### config.mk
export PLATFORM = sky130hd
export DESIGN_NAME = uart_tx
export DESIGN_NICKNAME = d
export VERILOG_FILES = /design/src/rtl/uart_tx.sv
export SDC_FILE = /design/constraint.sdc
export NUM_CORES = 1
export LEC_CHECK = 0
export BUFFER_PORTS_ARGS = -buffer_cell sky130_fd_sc_hd__buf_2
export CORE_MARGIN = 5
export CORE_UTILIZATION = 58
export CTS_CLUSTER_SIZE = 10
export DETAILED_ROUTE_END_ITERATION = 16
export PLACE_DENSITY = 0.81
export SLEW_MARGIN = 20
export SYNTH_ARGS = -nofsm -noshare
export SYNTH_HDL_FRONTEND = slang
export SYNTH_SLANG_ARGS = --single-unit
### constraint.sdc
create_clock -name i_clk -period 2.9 [get_ports i_clk]
set_input_delay 0.29 -clock i_clk [delete_from_list [all_inputs] [get_ports i_clk]]
set_output_delay 0.29 -clock i_clk [all_outputs]
set_load 0.05 [all_outputs]
### src/rtl/uart_tx.sv
// UART transmitter: start bit, LSB-first data, optional even parity, stop bit(s), paced by a 16x oversampling tick.
// Optional parity bit: define UART_TX_PARITY_EN.
module uart_tx #(
  parameter int DATA_WIDTH = 8,
  parameter int SB_TICK    = 16
) (
  input  logic                  i_clk,
  input  logic                  i_reset,
  input  logic                  i_tx_start,
  input  logic                  i_s_tick,
  input  logic [DATA_WIDTH-1:0] i_data,
  output logic                  o_tx,
  output logic                  o_busy,
  output logic                  o_tx_done_tick
);

  localparam int SW = ($clog2(SB_TICK) > 4) ? $clog2(SB_TICK) : 4;
  localparam int NW = ($clog2(DATA_WIDTH) > 1) ? $clog2(DATA_WIDTH) : 1;
  localparam logic [SW-1:0] BIT_LAST  = SW'(15);
  localparam logic [SW-1:0] STOP_LAST = SW'(SB_TICK - 1);
  localparam logic [NW-1:0] N_LAST    = NW'(DATA_WIDTH - 1);

  typedef enum logic [2:0] {
    IDLE, START, DATA,
`ifdef UART_TX_PARITY_EN
    PARITY,
`endif
    STOP
  } state_t;

  state_t                state_q, state_d;
  logic [SW-1:0]         s_q, s_d;
  logic [NW-1:0]         n_q, n_d;
  logic [DATA_WIDTH-1:0] b_q, b_d;
  logic                  tx_q, tx_d;
  logic                  done_q, done_d;
`ifdef UART_TX_PARITY_EN
  logic                  par_q, par_d;
`endif

  always_ff @(posedge i_clk) begin
    if (i_reset) begin
      state_q <= IDLE;
      s_q     <= '0;
      n_q     <= '0;
      b_q     <= '0;
      tx_q    <= 1'b1;
      done_q  <= 1'b0;
`ifdef UART_TX_PARITY_EN
      par_q   <= 1'b0;
`endif
    end else begin
      state_q <= state_d;
      s_q     <= s_d;
      n_q     <= n_d;
      b_q     <= b_d;
      tx_q    <= tx_d;
      done_q  <= done_d;
`ifdef UART_TX_PARITY_EN
      par_q   <= par_d;
`endif
    end
  end

  always_comb begin
    state_d = state_q;
    s_d     = s_q;
    n_d     = n_q;
    b_d     = b_q;
    done_d  = 1'b0;
`ifdef UART_TX_PARITY_EN
    par_d   = par_q;
`endif
    case (state_q)
      IDLE: begin
        if (i_tx_start) begin
          state_d = START;
          s_d     = '0;
          b_d     = i_data;
`ifdef UART_TX_PARITY_EN
          par_d   = ^i_data;
`endif
        end
      end
      START: begin
        if (i_s_tick) begin
          if (s_q == BIT_LAST) begin
            state_d = DATA;
            s_d     = '0;
            n_d     = '0;
          end else begin
            s_d = s_q + SW'(1);
          end
        end
      end
      DATA: begin
        if (i_s_tick) begin
          if (s_q == BIT_LAST) begin
            s_d = '0;
            b_d = b_q >> 1;
            if (n_q == N_LAST) begin
`ifdef UART_TX_PARITY_EN
              state_d = PARITY;
`else
              state_d = STOP;
`endif
            end else begin
              n_d = n_q + NW'(1);
            end
          end else begin
            s_d = s_q + SW'(1);
          end
        end
      end
`ifdef UART_TX_PARITY_EN
      PARITY: begin
        if (i_s_tick) begin
          if (s_q == BIT_LAST) begin
            state_d = STOP;
            s_d     = '0;
          end else begin
            s_d = s_q + SW'(1);
          end
        end
      end
`endif
      STOP: begin
        if (i_s_tick) begin
          if (s_q == STOP_LAST) begin
            state_d = IDLE;
            done_d  = 1'b1;
          end else begin
            s_d = s_q + SW'(1);
          end
        end
      end
      default: state_d = IDLE;
    endcase
  end

  // Line level is decoded from the next state so o_tx is registered alongside it.
  always_comb begin
    tx_d = 1'b1;
    case (state_d)
      START:   tx_d = 1'b0;
      DATA:    tx_d = b_d[0];
`ifdef UART_TX_PARITY_EN
      PARITY:  tx_d = par_d;
`endif
      default: tx_d = 1'b1;
    endcase
  end

  assign o_tx           = tx_q;
  assign o_tx_done_tick = done_q;
  assign o_busy         = (state_q != IDLE);

endmodule
==> results of run 1 <==
==> flip-flops by register name, summed over array words and instances, names as in the netlist <==
name            cells
state_q             3
n_q                 3
o_tx_done_tick      1
o_tx                1
s_q                 4
b_q                 8
==> metal layers <==
layer  global-route usage, %  routed length (um)
met1                    21.0                 889
met5                       0                   0
met2                    29.8                 993
met3                    2.92                  92
met4                    7.42                  32
==> kinds of logic after synthesis <==
logic type	Yosys count	share of synthesized area, %
AND/OR/NAND/NOR	47	26.7
other	1	0.379
flip-flops	20	40.5
adder cells (fa/ha/maj)	3	3.79
XOR/XNOR	1	0.885
AO/OA/AOI/OAI	28	21.7
multiplexers	2	2.02
buffers and inverters	9	4.05
==> stage by stage <==
| step | power, mW | instances | hold slack [ns] | cell area (um2) | setup WS [ns] |
|---|---|---|---|---|---|
| 2_1_floorplan | 0.330 | 111 | 0.448 | 990 | 1.21 |
| 3_3_place_gp | 0.345 | 136 | 0.475 | 1060 | 1.07 |
| 3_5_place_dp | 0.347 | 136 | 0.474 | 1060 | 1.03 |
| 4_1_cts | 0.506 | 140 | 0.237 | 1090 | 0.976 |
| 5_1_grt | 0.521 | 140 | 0.254 | 1090 | 0.878 |
| 6_report | 0.503 | 140 | 0.234 | 1090 | 0.967 |
==> worst max-delay path: stages, from the launching register on <==
cell and delay (ns):
dfxtp_1 0.67, nor4b_1 0.13, buf_4 0.20, or4_1 0.53
o32a_1 0.30
==> layout by cell type, fill, tap and decap left out, types with 2 or more instances in the layout <==
master / instances
a21oi_1: 5
a222oi_1: 6
a22oi_1: 2
and2_1: 2
buf_2: 14
clkbuf_4: 3
dfxtp_1: 20
ha_1: 3
inv_1: 2
mux2i_1: 2
nand2_1: 4
nand2b_1: 3
nand3_1: 2
nand4_1: 2
nor2_1: 16
nor3_1: 4
o211ai_1: 2
o21ai_0: 2
o21ai_1: 2
o31ai_1: 2
or3_1: 4
or3b_1: 3
or4_1: 2
==> final timing paths <==
kind / cells after the start / to / slack (ns)
max: 4 / o_tx / 0.97
min: 3 / b_q[7] / 0.23
max reg2reg: 4 / o_tx / 0.97
min reg2reg: 2 / n_q[1] / 0.49
==> power breakdown <==
part / leakage, nW / total [mW] / internal [mW] / switching [mW]
registers: 0.163 / 0.291 / 0.283 / 0.00862
clock network: 0.0210 / 0.162 / 0.0767 / 0.0851
logic: 0.240 / 0.0497 / 0.0213 / 0.0284
total: 0.424 / 0.503 / 0.381 / 0.122
==> final cells by class <==
class,instances,share of cell area (%)
clock buffer,4,3.32
inverter,2,0.687
multi-input combinational,82,50.3
sequential,20,36.7
tap,17,1.95
timing repair buffer,15,7.10
==> impl_metrics.json, run 1 <==
{
  "worst_slew_pin_slew_ns": 0.524,
  "status": "finished clean",
  "final_hold_viol_count": 0,
  "finalCritPeriodShare_pct": 66.7,
  "synthArstFlopShare_pct": 0,
  "fill_cells": 153,
  "chipWidth_um": 51.3,
  "p_leak_nw": 0.424,
  "path_clk_slew_ns": 0.11,
  "netlist_area_um2": 990,
  "period_minus_slack_ns": 1.93,
  "wl_per_cell_um": 14.3,
  "synthFlopType": "dfxtp_1",
  "port_buffers": 14,
  "crit_arrival_ns": 2.13,
  "gp_congestion": 0.771,
  "wl_um": 2010,
  "slew_viol_final": 0,
  "drtAntennaViolNets": 0,
  "power-per-cell-area_nw_per_um2": 460,
  "syn-num-nets": 126,
  "post_cts_buffers": 0,
  "dp_hpwl_um": 1440,
  "die_h_um": 51.3,
  "num_rows": 15,
  "antenna_found_initial": 0,
  "cts_sinks": 20,
  "yosys_warnings": 0,
  "dieArea_um2": 2630,
  "r2r_start": "state_q[2]",
  "drt_iter0_markers": 37,
  "finish.utilization_pct": 65.4,
  "maxCapViolCount": 0,
  "cts_hold_buf": 0,
  "cts_root_buffer": "clkbuf_4",
  "clkLatencyLatePin_ns": 0.30,
  "syn2layout_area_growth_pct": 10.4,
  "ys_types": 38,
  "syn_avg_cell_area_um2": 8.92,
  "tns_ns": 0,
  "fmax_mhz": 517,
  "initial_core_util_pct": 59.3,
  "rsz0062_at_grt": "false",
  "first_global_vias": 795,
  "netlist_instances": 111,
  "timing_worst_setup_path_type": "flop to flop",
  "grt.overflow.total": 0,
  "ys_seq_area_share_pct": 40.5,
  "setup_violations": 0,
  "cts.path.max_buffers": 2,
  "cts_buffers": 3,
  "grt_max_degree": 19,
  "ys_ff_latch": 20,
  "grt_usage_pct": 17.3,
  "yosys-top-cells-count": "20 x dfxtp_1, 16 x nor2_1, 6 x a222oi_1, 5 x a21oi_1",
  "crit_required_ns": 3.10,
  "finClkSkew_ns": 0.00522,
  "firstDrtPassIters": 4,
  "antennaDiodeCount": 0,
  "drive_gt1_share_pct": 17.1,
  "min_path_type": "input port to flop",
  "grt_pass1_wl_um": 3490,
  "h-tree-depth": 1,
  "coreArea_um2": 1670,
  "maxSlewHeadroom_pct": 65.0,
  "synth.top_cell.area_share_pct": 40.5,
  "yosysMostFrequentCell": "dfxtp_1",
  "seq_area_um2": 400,
  "cp_max_fo": 17,
  "tritoncts": "yes",
  "cts_resized": 0,
  "synth_area_leaders": "dfxtp_1 40%, a222oi_1 6.1%, nor2_1 6.1%, ha_1 3.8%, or3b_1 2.7%",
  "multiInputGateArea_um2": 549,
  "hold_start": "i_data[7]",
  "yosys.area.top_type": "dfxtp_1",
  "fin_nets": 139,
  "drcViolationCount": 0,
  "vias_per_cell": 6.45,
  "vias": 903,
  "io_pins": 15,
  "critical_path.startpoint_type": "flop",
  "worst_ir_drop_vdd_mv": 0.410,
  "startpoint": "state_q[2]",
  "synth_edf_count": 0,
  "end_kind": "flop"
}
Power figures use the tool's default switching activity.
==> inputs of run 2 (changes only) <==
--- a/config.mk
+++ b/config.mk
@@ -5,12 +5,13 @@
 export SDC_FILE = /design/constraint.sdc
 export NUM_CORES = 1
 export LEC_CHECK = 0
+export ABC_AREA = 1
 export BUFFER_PORTS_ARGS = -buffer_cell sky130_fd_sc_hd__buf_2
 export CORE_MARGIN = 5
-export CORE_UTILIZATION = 58
+export CORE_UTILIZATION = 49
 export CTS_CLUSTER_SIZE = 10
 export DETAILED_ROUTE_END_ITERATION = 16
-export PLACE_DENSITY = 0.81
+export PLACE_DENSITY = 0.73
 export SLEW_MARGIN = 20
 export SYNTH_ARGS = -nofsm -noshare
 export SYNTH_HDL_FRONTEND = slang
==> constraint.sdc (replaced) <==
create_clock -name i_clk -period 1.64 [get_ports i_clk]
set_input_delay 0.164 -clock i_clk [delete_from_list [all_inputs] [get_ports i_clk]]
set_output_delay 0.164 -clock i_clk [all_outputs]
set_load 0.05 [all_outputs]
==> impl_metrics.json, run 2 <==
{
  "ys_types": 28,
  "netlist_instances": 145,
  "gp_congestion": 0.841,
  "coreArea_um2": 2150,
  "fin_cells": 190,
  "cts.path.max_buffers": 2,
  "cts_sinks": 20,
  "largest_register": "b_q",
  "finalCritPeriodShare_pct": 88.9,
  "antennaDiodeCount": 0,
  "final_cell_mix": "41 x nand2_1, 19 x dfxtp_1, 15 x nor2_1",
  "yosysMostFrequentCell": "nand2_1",
  "cp_max_fo": 4,
  "critical_path.startpoint_type": "flop",
  "cts_root_buffer": "clkbuf_4",
  "yosys.area.top_type": "dfxtp_1",
  "grt_pass1_wl_um": 3430,
  "maxCapViolCount": 0,
  "wl_um": 2010,
  "syn-num-nets": 160,
  "drt_iter0_markers": 23,
  "end_kind": "flop",
  "rsz0062_at_grt": "false",
  "path_clk_slew_ns": 0.11,
  "dp_cells": 186,
  "num_rows": 17,
  "first_global_vias": 855,
  "synth-compound-area-share_pct": 11.5,
  "clkLatencyLatePin_ns": 0.30,
  "fin_nets": 178,
  "wl_per_cell_um": 10.6,
  "syn2layout_area_growth_pct": 14.2,
  "synth_area_leaders": "dfxtp_1 37%, nand2_1 14%, nor2_1 5.3%, inv_1 4.9%, nand3_1 4.2%",
  "synthArstFlopShare_pct": 0,
  "min_path_type": "input port to flop",
  "p_leak_nw": 0.605,
  "firstDrtPassIters": 4,
  "synth_edf_count": 0,
  "timing_worst_setup_path_type": "flop to flop",
  "initial_core_util_pct": 49.7,
  "ys_seq_area_share_pct": 37.5,
  "slew_viol_final": 0,
  "status": "finished clean",
  "reg_top3": "b_q x8, s_q x4",
  "synth_fa_ha_area_share_pct": 3.51,
  "final_common_cell": "nand2_1",
  "finClkSkew_ns": 0.00203,
  "synth_xor_area_share_pct": 0.820,
  "dp_hpwl_um": 1580,
  "synthFlopType": "dfxtp_1",
  "syn_avg_cell_area_um2": 7.37,
  "vias_per_cell": 5.03,
  "drtAntennaViolNets": 0,
  "cts_buffers": 3,
  "grt_usage_pct": 13.3,
  "antenna_found_initial": 0,
  "period_minus_slack_ns": 1.46,
  "final_hold_viol_count": 0,
  "synth_mux_area_share_pct": 0,
  "vias": 955,
  "grt.overflow.total": 0,
  "fill_cells": 206,
  "reg2regPathDepth": 8,
  "synth-simple-area-share_pct": 39.5,
  "whs_path_depth": 3,
  "seq_area_um2": 402,
  "tritoncts": "yes",
  "fmax_mhz": 686,
  "grt_max_degree": 14,
  "multiInputGateArea_um2": 607,
  "yosys-top-cells-count": "41 x nand2_1, 20 x dfxtp_1, 15 x nor2_1, 14 x inv_1, 9 x nand3_1",
  "worst_ir_drop_vdd_mv": 0.478,
  "port_buffers": 14,
  "synth_top_family_by_area": "simple AND/OR/NAND/NOR gates",
  "largest_register_ffs": 8,
  "io_pins": 15,
  "yosys_warnings": 0,
  "drive_gt1_share_pct": 24.1,
  "crit_arrival_ns": 1.65,
  "chipWidth_um": 56.7,
  "dieArea_um2": 3210,
  "drcViolationCount": 0,
  "power-per-cell-area_nw_per_um2": 739,
  "crit_required_ns": 1.83,
  "setup_violations": 0,
  "ys_ff_latch": 20,
  "synth.top_cell.area_share_pct": 37.5,
  "tns_ns": 0,
  "netlist_area_um2": 1070,
  "die_h_um": 56.7,
  "h-tree-depth": 1
}
[run 2: cell families (layout without fill, tap and decap cells)]
logic type      count (synthesis)  in the layout
simple gates                   80             80
buf+inv                        19             36
compound gates                 21             21
fa+ha+maj                       3              3
other cells                     1              1
xor+xnor                        1              1
flops                          20             20
[run 2: final cells by class]
| class | instances | share of cell area [%] |
|---|---|---|
| repair buffers | 14 | 5.74 |
| clock buffers | 4 | 2.97 |
| flip-flops and latches | 20 | 32.9 |
| inverters | 18 | 5.74 |
| multi-input cells | 106 | 49.7 |
| well taps | 28 | 2.87 |
[run 2: final timing paths]
check                           slack, ns      start      to
worst max-delay path                 0.18     s_q[0]    o_tx
worst min-delay path                 0.11  i_data[7]  b_q[7]
worst max register to register       0.18     s_q[0]    o_tx
worst min register to register       0.48     b_q[5]  b_q[5]
[run 2: critical path, cell delays in order (launching register included)]
cell     delay [ns]
dfxtp_1        0.39
ha_4           0.18
nand3_1        0.11
nor2_2         0.19
nand2_1        0.14
nand3_1        0.13
nand3_1        0.08
nand2_1        0.06
nand3_1        0.07
[run 2: timing repair]
action / CTS / global route
hold endpoints to repair: 0 / 0
endpoints found under the setup margin: 0 / 3
hold buffers: 0 / 0
gates resized for setup: 0 / 3
buffers inserted: 0 / 0
[run 2: stage by stage]
| stage | setup slack (ns) | hold WS (ns) | util (%) | power [mW] | cell area, um2 |
|---|---|---|---|---|---|
| after floorplan | 0.334 | 0.233 | - | 0.600 | 1070 |
| after global placement | 0.170 | 0.419 | 54.5 | 0.629 | 1170 |
| after detailed placement | 0.140 | 0.422 | 54.5 | 0.632 | 1170 |
| after CTS | 0.117 | 0.102 | 56.1 | 0.916 | 1210 |
| after global routing | 0.0118 | 0.119 | 56.8 | 0.947 | 1220 |
| final | 0.182 | 0.114 | 56.8 | 0.902 | 1220 |
[run 2: metal layers]
layer	share of wire, %	track usage, %	up-vias
met5	0	0	-
met1	48	16.4	432
met4	2.2	6.78	0
met3	4.3	2.76	5
met2	45	21.5	17
li1	-	-	501
[run 2: report_power, final]
part	switching, mW	internal [mW]	total, mW	leakage, nW
Clock	0.145	0.135	0.280	0.0210
Combinational	0.0703	0.0399	0.110	0.421
Sequential	0.0103	0.501	0.511	0.163
Total	0.226	0.676	0.902	0.605
